### src/rtl/add_seq_ctrl.sv
// add_seq_ctrl: two-stage sequencer around an external 32-bit adder.
// Handles ADD/SUB/ADC/SBC with a persistent carry flag and NZCV flags,
// with valid/ready handshakes on both sides.
// Optional build macro: ADD_SEQ_SAT_EN (adds in_sat, signed saturation on overflow).
module add_seq_ctrl #(
  parameter int unsigned WIDTH      = 32,   // only 32 is legal, matching the adder
  parameter logic        CARRY_INIT = 1'b0
) (
  input  logic             clk,
  input  logic             reset,
  input  logic             in_valid,
  output logic             in_ready,
  input  logic [1:0]       in_op,
  input  logic [WIDTH-1:0] in_a,
  input  logic [WIDTH-1:0] in_b,
`ifdef ADD_SEQ_SAT_EN
  input  logic             in_sat,
`endif
  input  logic             carry_clr,
  output logic [WIDTH-1:0] add_a,
  output logic [WIDTH-1:0] add_b,
  output logic             add_cin,
  input  logic [WIDTH-1:0] add_y,
  input  logic             add_cout,
  output logic             out_valid,
  input  logic             out_ready,
  output logic [WIDTH-1:0] out_y,
  output logic [3:0]       out_flags,
  output logic             carry_q
);

  localparam int unsigned MSB = WIDTH - 1;

  // op[0] selects ~b, op[1] selects carry-in from the carry flag
  typedef enum logic [1:0] {
    OP_ADD = 2'b00,
    OP_SUB = 2'b01,
    OP_ADC = 2'b10,
    OP_SBC = 2'b11
  } op_e;

  logic             r_s1_valid;
  op_e              r_s1_op;
  logic [WIDTH-1:0] r_s1_a;
  logic [WIDTH-1:0] r_s1_b;
`ifdef ADD_SEQ_SAT_EN
  logic             r_s1_sat;
`endif
  logic             r_s2_valid;
  logic [WIDTH-1:0] r_s2_y;
  logic [3:0]       r_s2_flags;
  logic             r_carry;

  logic             w_s1_adv;
  logic             w_accept;
  logic             w_v;
  logic [WIDTH-1:0] w_res;

  assign w_s1_adv = r_s1_valid & (~r_s2_valid | out_ready);
  assign in_ready = ~reset & (~r_s1_valid | w_s1_adv);
  assign w_accept = in_valid & in_ready;

  // Adder operand/carry-in formation; all zero while S1 is empty
  always_comb begin
    add_a   = '0;
    add_b   = '0;
    add_cin = 1'b0;
    if (r_s1_valid) begin
      add_a = r_s1_a;
      add_b = r_s1_op[0] ? ~r_s1_b : r_s1_b;
      unique case (r_s1_op)
        OP_ADD:  add_cin = 1'b0;
        OP_SUB:  add_cin = 1'b1;
        OP_ADC:  add_cin = r_carry;
        OP_SBC:  add_cin = r_carry;
        default: add_cin = 1'b0;
      endcase
    end
  end

  assign w_v = (add_a[MSB] == add_b[MSB]) & (add_y[MSB] != add_a[MSB]);

  // Final result: raw sum, or clamped to the signed limit on requested overflow
  always_comb begin
    w_res = add_y;
`ifdef ADD_SEQ_SAT_EN
    if (r_s1_sat && w_v) begin
      w_res = add_y[MSB] ? {1'b0, {(WIDTH-1){1'b1}}} : {1'b1, {(WIDTH-1){1'b0}}};
    end
`endif
  end

  // Stage 1: operand capture on accept, drains when the op moves to S2
  always_ff @(posedge clk) begin
    if (reset) begin
      r_s1_valid <= 1'b0;
      r_s1_op    <= OP_ADD;
      r_s1_a     <= '0;
      r_s1_b     <= '0;
`ifdef ADD_SEQ_SAT_EN
      r_s1_sat   <= 1'b0;
`endif
    end else if (w_accept) begin
      r_s1_valid <= 1'b1;
      r_s1_op    <= op_e'(in_op);
      r_s1_a     <= in_a;
      r_s1_b     <= in_b;
`ifdef ADD_SEQ_SAT_EN
      r_s1_sat   <= in_sat;
`endif
    end else if (w_s1_adv) begin
      r_s1_valid <= 1'b0;
    end
  end

  // Stage 2: result and flags, held stable while the consumer stalls
  always_ff @(posedge clk) begin
    if (reset) begin
      r_s2_valid <= 1'b0;
      r_s2_y     <= '0;
      r_s2_flags <= 4'b0000;
    end else if (w_s1_adv) begin
      r_s2_valid <= 1'b1;
      r_s2_y     <= w_res;
      r_s2_flags <= {w_res[MSB], (w_res == '0), add_cout, w_v};
    end else if (out_ready) begin
      r_s2_valid <= 1'b0;
    end
  end

  // Carry flag: follows each retiring op; clear takes priority
  always_ff @(posedge clk) begin
    if (reset || carry_clr) begin
      r_carry <= CARRY_INIT;
    end else if (w_s1_adv) begin
      r_carry <= add_cout;
    end
  end

  assign out_valid = r_s2_valid;
  assign out_y     = r_s2_y;
  assign out_flags = r_s2_flags;
  assign carry_q   = r_carry;

endmodule
### config.mk
export PLATFORM = sky130hd
export DESIGN_NAME = add_seq_ctrl
export DESIGN_NICKNAME = d
export VERILOG_FILES = /design/src/rtl/add_seq_ctrl.sv
export SDC_FILE = /design/constraint.sdc
export NUM_CORES = 1
export LEC_CHECK = 0
export BUFFER_PORTS_ARGS = -buffer_cell sky130_fd_sc_hd__buf_2
export CAP_MARGIN = 5
export CORE_MARGIN = 2
export CORE_UTILIZATION = 41
export CTS_BUF_LIST = sky130_fd_sc_hd__clkbuf_4 sky130_fd_sc_hd__clkbuf_8
export DETAILED_ROUTE_END_ITERATION = 16
export PLACE_DENSITY = 0.71
export SKIP_CTS_REPAIR_TIMING = 1
export SYNTH_ARGS = -nofsm -noshare
export SYNTH_HDL_FRONTEND = slang
export SYNTH_SLANG_ARGS = --single-unit
### constraint.sdc
create_clock -name clk -period 1.55 [get_ports clk]
set_clock_uncertainty 0.05 [all_clocks]
set_input_delay 0.2325 -clock clk [delete_from_list [all_inputs] [get_ports clk]]
set_output_delay 0.2325 -clock clk [all_outputs]
set_load 0.005 [all_outputs]
# Word-level counts from Yosys, hierarchy flattened
# Index checks and enable logic that the tools add are counted.
[totals] regBits=105
[classes] eq_ne=5 n_mux=9 bitwise_logic=10 n_reduce_logical=6
[op_table] op="$mux W32" n=3
[op_table] op="$logic_not A32 Y1" n=1
[op_table] op="$not A32 Y32" n=1
[op_table] op="$mux W1" n=5
[op_table] op="$and A1 B1 Y1" n=4
[op_table] op="$eq A2 B2 Y1 const B" n=2
[op_table] op="$reduce_bool A2 Y1" n=2
[op_table] op="$not A1 Y1" n=3
[op_table] op="$pmux W1 S3" n=1
[op_table] op="$eq A2 B1 Y1 const B" n=1
[op_table] op="$logic_not A2 Y1" n=1
[op_table] op="$or A1 B1 Y1" n=2
[op_table] op="$reduce_or A2 Y1" n=1
[op_table] op="$eq A1 B1 Y1" n=1
[op_table] op="$logic_or A1 B1 Y1" n=1
[op_table] op="$ne A1 B1 Y1" n=1

# Logic depth before layout (Yosys ltp)
[depth] word_depth=7 mapped_depth=6 ltp_nobuf=4

# Worst setup path before layout
# No wires, ideal clock.
[synth_path] kind="flip-flop to flip-flop" startpoint="reg r_s2_valid, in the netlist out_valid" endpoint="reg r_s1_a[0]" setup_time_ns=0.123 arrival_time_ns=1.298 required_time_ns=1.377 slack_ns=0.080 path_stages_with_launch=6 cell_sequence="dfxtp_1 nor2b_1 a211oi_2 buf_2 clkbuf_2 o21ai_0"
[synth_via] elab_chain_len=6
[synth_lines] item="start: declaration" line="49" text="logic r_s2_valid;"
[synth_lines] item="start signal: assignment" line="119" text="r_s2_valid <= 1'b0;"
[synth_lines] item="start signal: assignment" line="123" text="r_s2_valid <= 1'b1;"
[synth_lines] item="start signal: assignment" line="127" text="r_s2_valid <= 1'b0;"
[synth_lines] item="$not A1 Y1" line="59" text="assign w_s1_adv = r_s1_valid & (~r_s2_valid | out_ready);"
[synth_lines] item="$or A1 B1 Y1" line="59"
[synth_lines] item="$and A1 B1 Y1" line="59"
[synth_lines] item="$or A1 B1 Y1" line="60" text="assign in_ready = ~reset & (~r_s1_valid | w_s1_adv);"
[synth_lines] item="$and A1 B1 Y1" line="60"
[synth_lines] item="$and A1 B1 Y1" line="61" text="assign w_accept = in_valid & in_ready;"
[synth_lines] item="end signal: assignment" line="106" text="r_s1_a <= in_a;"
[synth_lines] item="end: declaration" line="44" text="logic [WIDTH-1:0] r_s1_a;"
# No other way between the ends.
# A chain may end at the register's enable or synchronous reset.

# Worst setup path after layout
[layout_path] startpoint="reg r_s1_op[0]" endpoint="out add_b[14]"
[layout_via] elab_chain_len=2
[layout_lines] item="start: declaration" line="43" text="op_e r_s1_op;"
[layout_lines] item="start signal: assignment" line="105" text="r_s1_op <= op_e'(in_op);"
[layout_lines] item="$mux W32" line="70" text="add_b = r_s1_op[0] ? ~r_s1_b : r_s1_b;"
[layout_lines] item="$mux W32" line="68" text="if (r_s1_valid) begin"
[layout_lines] item="end: declaration" line="21" text="output logic [WIDTH-1:0] add_b,"
# No other way between the ends.

==> qor.txt <==
status: complete, but fails checks
failing checks: setup timing
reg2reg end: out_flags[0]$_SDFFE_PP0P_
register area share after synthesis: 45.46%
RSZ-0062 raised after global routing: yes
DR iter-0 viols: 271
CTS tree: done
reg2reg path depth: 6
PnR Total Power: 0.005835 W
Worst VDD drop: 411.2 uV
Antenna Nets Post-Route: 0
CTS Sinks: 104
worst setup path startpoint: r_s1_op[0]$_SDFFE_PP0P_
Inserted Clock Buffers: 9
Worst EP required: 1.27 ns
Worst Setup Slack, final: -0.1423 ns
area occupied by multi-input gates: 2384 sq um
share of post-route cells with drive strength above 1: 37.97%
Crit Path Category: reg -> out
Hold Path Class: in -> reg
clk buf depth: 2
drt wl/cell: 15.47 microns
root buf cell: clkbuf_8
Die ar.: 12,030 sq um
Area Growth Syn to Fin: 46.69%
pin count of the biggest net entering global routing: 81
Sw Ratio: 25.65%
Max H-tree Level: 3
Mean Syn Cell Area: 7.964 sq um
vias: 4,610
launch point of the worst reg-to-reg path: r_s1_valid$_SDFFE_PP0P_
nets: 890
CP max FO: 8
DR vias/cell: 4.957
number of remaining DRC errors: 0
row cnt: 38
crit path to: add_b[14]
Max-slew headroom: 71.56%
final setup fails: 58
Yosys reg bits: 104
die height: 109.7 microns
Yosys cell types: 25
synthesized instance count: 575
Max-Cap Viols: 0
Final Cell Area: 6718 sq um
max frequency: 0.5909 GHz
Slew @ Worst Pin: 0.4227 ns
worst reg2reg setup slack: 0.05 ns
clock network power share: 31.4%
Core Region: 10,890 sq um
Int Power: 0.004338 W
Clock Latency Late Sink: 0.36 ns
Setup crit end kind: output pin
Post-Route WL: 14,390 microns
Die X: 109.7 microns
Final Hold Vio Count: 0
final clock period utilization by the worst path: 109.2%
CP startpoint kind: register
Fillers: 965
min Tclk post-route: 1.692 ns
sequential share of power: 50.6%
# diodes: 0
vias in the first global route: 4,023
TritonRoute pass-1 iters: 4
Post-Syn Area: 4579 sq um
setup TNS: -3.554 ns
GPL Wtd Cong: 0.8322
Gate power share: 18.0%
Cell Area, Placed: 5787 sq um
initial antenna violation count: 0
number of port buffers: 207
IO Count: 208
dpl hpwl: 8396 microns
synth warn: 0
clock slew at reported path FFs: 0.10 ns
Switching Power: 0.001497 W
Leakage: 3.161 nW
register area: 2091 sq um
global route overflow: 0
Mapped Nets: 679
pins over their slew limit: 0
arrival time worst endpoint: 1.41 ns
Initial Utilization: 42.06%
Total Routing Usage GR: 18.87%
pwr/cell area: 868.6 nW/um^2
first-pass GRT wire length: 17,940 microns
per-stage QoR:
| stage | hold WS (ns) | std cells | utilization [%] | setup slack, ns |
|---|---|---|---|---|
| floorplan | 0.2610 | 575 | - | 0.07965 |
| global placement | 0.3499 | 893 | 53.15 | -0.1286 |
| detailed placement | 0.3555 | 893 | 53.15 | -0.1372 |
| CTS | -0.04795 | 908 | 55.07 | -0.2059 |
| global route | 0.0003076 | 930 | 61.70 | -0.1774 |
| finish | 0.004221 | 930 | 61.70 | -0.1423 |
Yosys cell counts:
master / count / share of area, %
a311oi_1: 1 / 0.19
or4_1: 2 / 0.33
dfxtp_1: 104 / 45
xor2_1: 32 / 6.1
nor3_1: 1 / 0.11
o21ai_0: 60 / 6.6
inv_1: 1 / 0.082
clkbuf_1: 24 / 2.0
buf_4: 8 / 1.3
a21oi_1: 35 / 3.8
nor2b_1: 3 / 0.41
nand3b_1: 2 / 0.33
nand4_1: 2 / 0.27
clkbuf_2: 1 / 0.11
buf_2: 12 / 1.3
nand2b_1: 67 / 9.2
a211oi_2: 1 / 0.27
mux2i_1: 1 / 0.22
a211oi_1: 1 / 0.16
nor4_1: 6 / 0.82
nand2_1: 134 / 11
and2_1: 64 / 8.7
buf_1: 1 / 0.082
o21ai_1: 7 / 0.76
nor2_1: 5 / 0.41
worst min path at each step:
stage	from	end	slack, ns	depth (start not counted)
3_5_place_dp	carry_clr	carry_q$_SDFFE_PP0P_	0.36	2
4_1_cts	carry_clr	carry_q$_SDFFE_PP0P_	-0.05	2
3_3_place_gp	carry_clr	carry_q$_SDFFE_PP0P_	0.35	2
6_report	in_b[23]	r_s1_b[23]$_SDFFE_PP0P_	0.004	3
2_1_floorplan	carry_clr	carry_q$_SDFFE_PP0P_	0.26	1
5_1_grt	in_b[12]	r_s1_b[12]$_SDFFE_PP0P_	0.0003	3
sequential cells by signal, summed over array words and instances (netlist names):
name	count
r_s1_a	32
out_valid	1
r_s1_op	2
out_flags	3
r_s1_valid	1
carry_q	1
r_s1_b	32
out_y	32
cell families (layout without fill, tap and decap cells):
logic type,count (synthesis),count (layout),synth area share (%)
AO/OA/AOI/OAI,105,105,11.78
flip-flops,104,104,45.46
buffers and inverters,47,262,4.863
multiplexers,1,1,0.2186
XOR/XNOR,32,32,6.120
AND/OR/NAND/NOR,286,286,31.56
power by group through the flow:
stage | sequential [W] | combinational [W] | clock, W
finish | 0.00295 | 0.00105 | 0.00183
global route | 0.00297 | 0.00115 | 0.00197
CTS | 0.00294 | 0.000829 | 0.00189
detailed placement | 0.00300 | 0.000826 | 0
global placement | 0.00300 | 0.000804 | 0
floorplan | 0.00298 | 0.000452 | 0
worst max-delay path: stages, from the launching register on:
cell and delay (ns):
dfxtp_4 0.44, clkbuf_16 0.19, xor2_1 0.15, and2_1 0.16, buf_2 0.11
placed cells by master (no fill, tap or decap), types with 2 or more instances in the layout:
cell / count
nor2_1: 5
o21ai_0: 59
and2_1: 32
clkbuf_8: 9
buf_12: 10
nor2b_4: 2
clkbuf_16: 10
buf_6: 39
xor2_1: 32
dfxtp_1: 101
nand2_1: 134
buf_2: 176
o21ai_1: 8
nand2b_1: 67
nand4_1: 2
nor4_1: 6
clkbuf_4: 2
or4_1: 2
bufinv_16: 2
and2_4: 32
clkinv_2: 2
nand3b_1: 2
dfxtp_4: 2
buf_4: 10
a21oi_1: 34
layer usage:
layer | vias up | routed length (microns) | global-route usage (%) | share of wire (%)
li1 | 2248 | - | - | -
met1 | 2154 | 5856 | 22.09 | 41
met2 | 183 | 7289 | 33.07 | 51
met3 | 25 | 917 | 3.379 | 6.4
met4 | 0 | 327 | 9.313 | 2.3
met5 | - | 0 | 0 | 0
layout make-up:
class,count,area share [%]
Clock inverter,4,1.043
Clock buffer,11,2.067
Sequential cell,104,31.12
Multi-Input combinational cell,424,35.48
Timing Repair Buffer,246,27.62
Inverter,1,0.05588
Tap cell,140,2.608
Power figures use the tool's default switching activity.
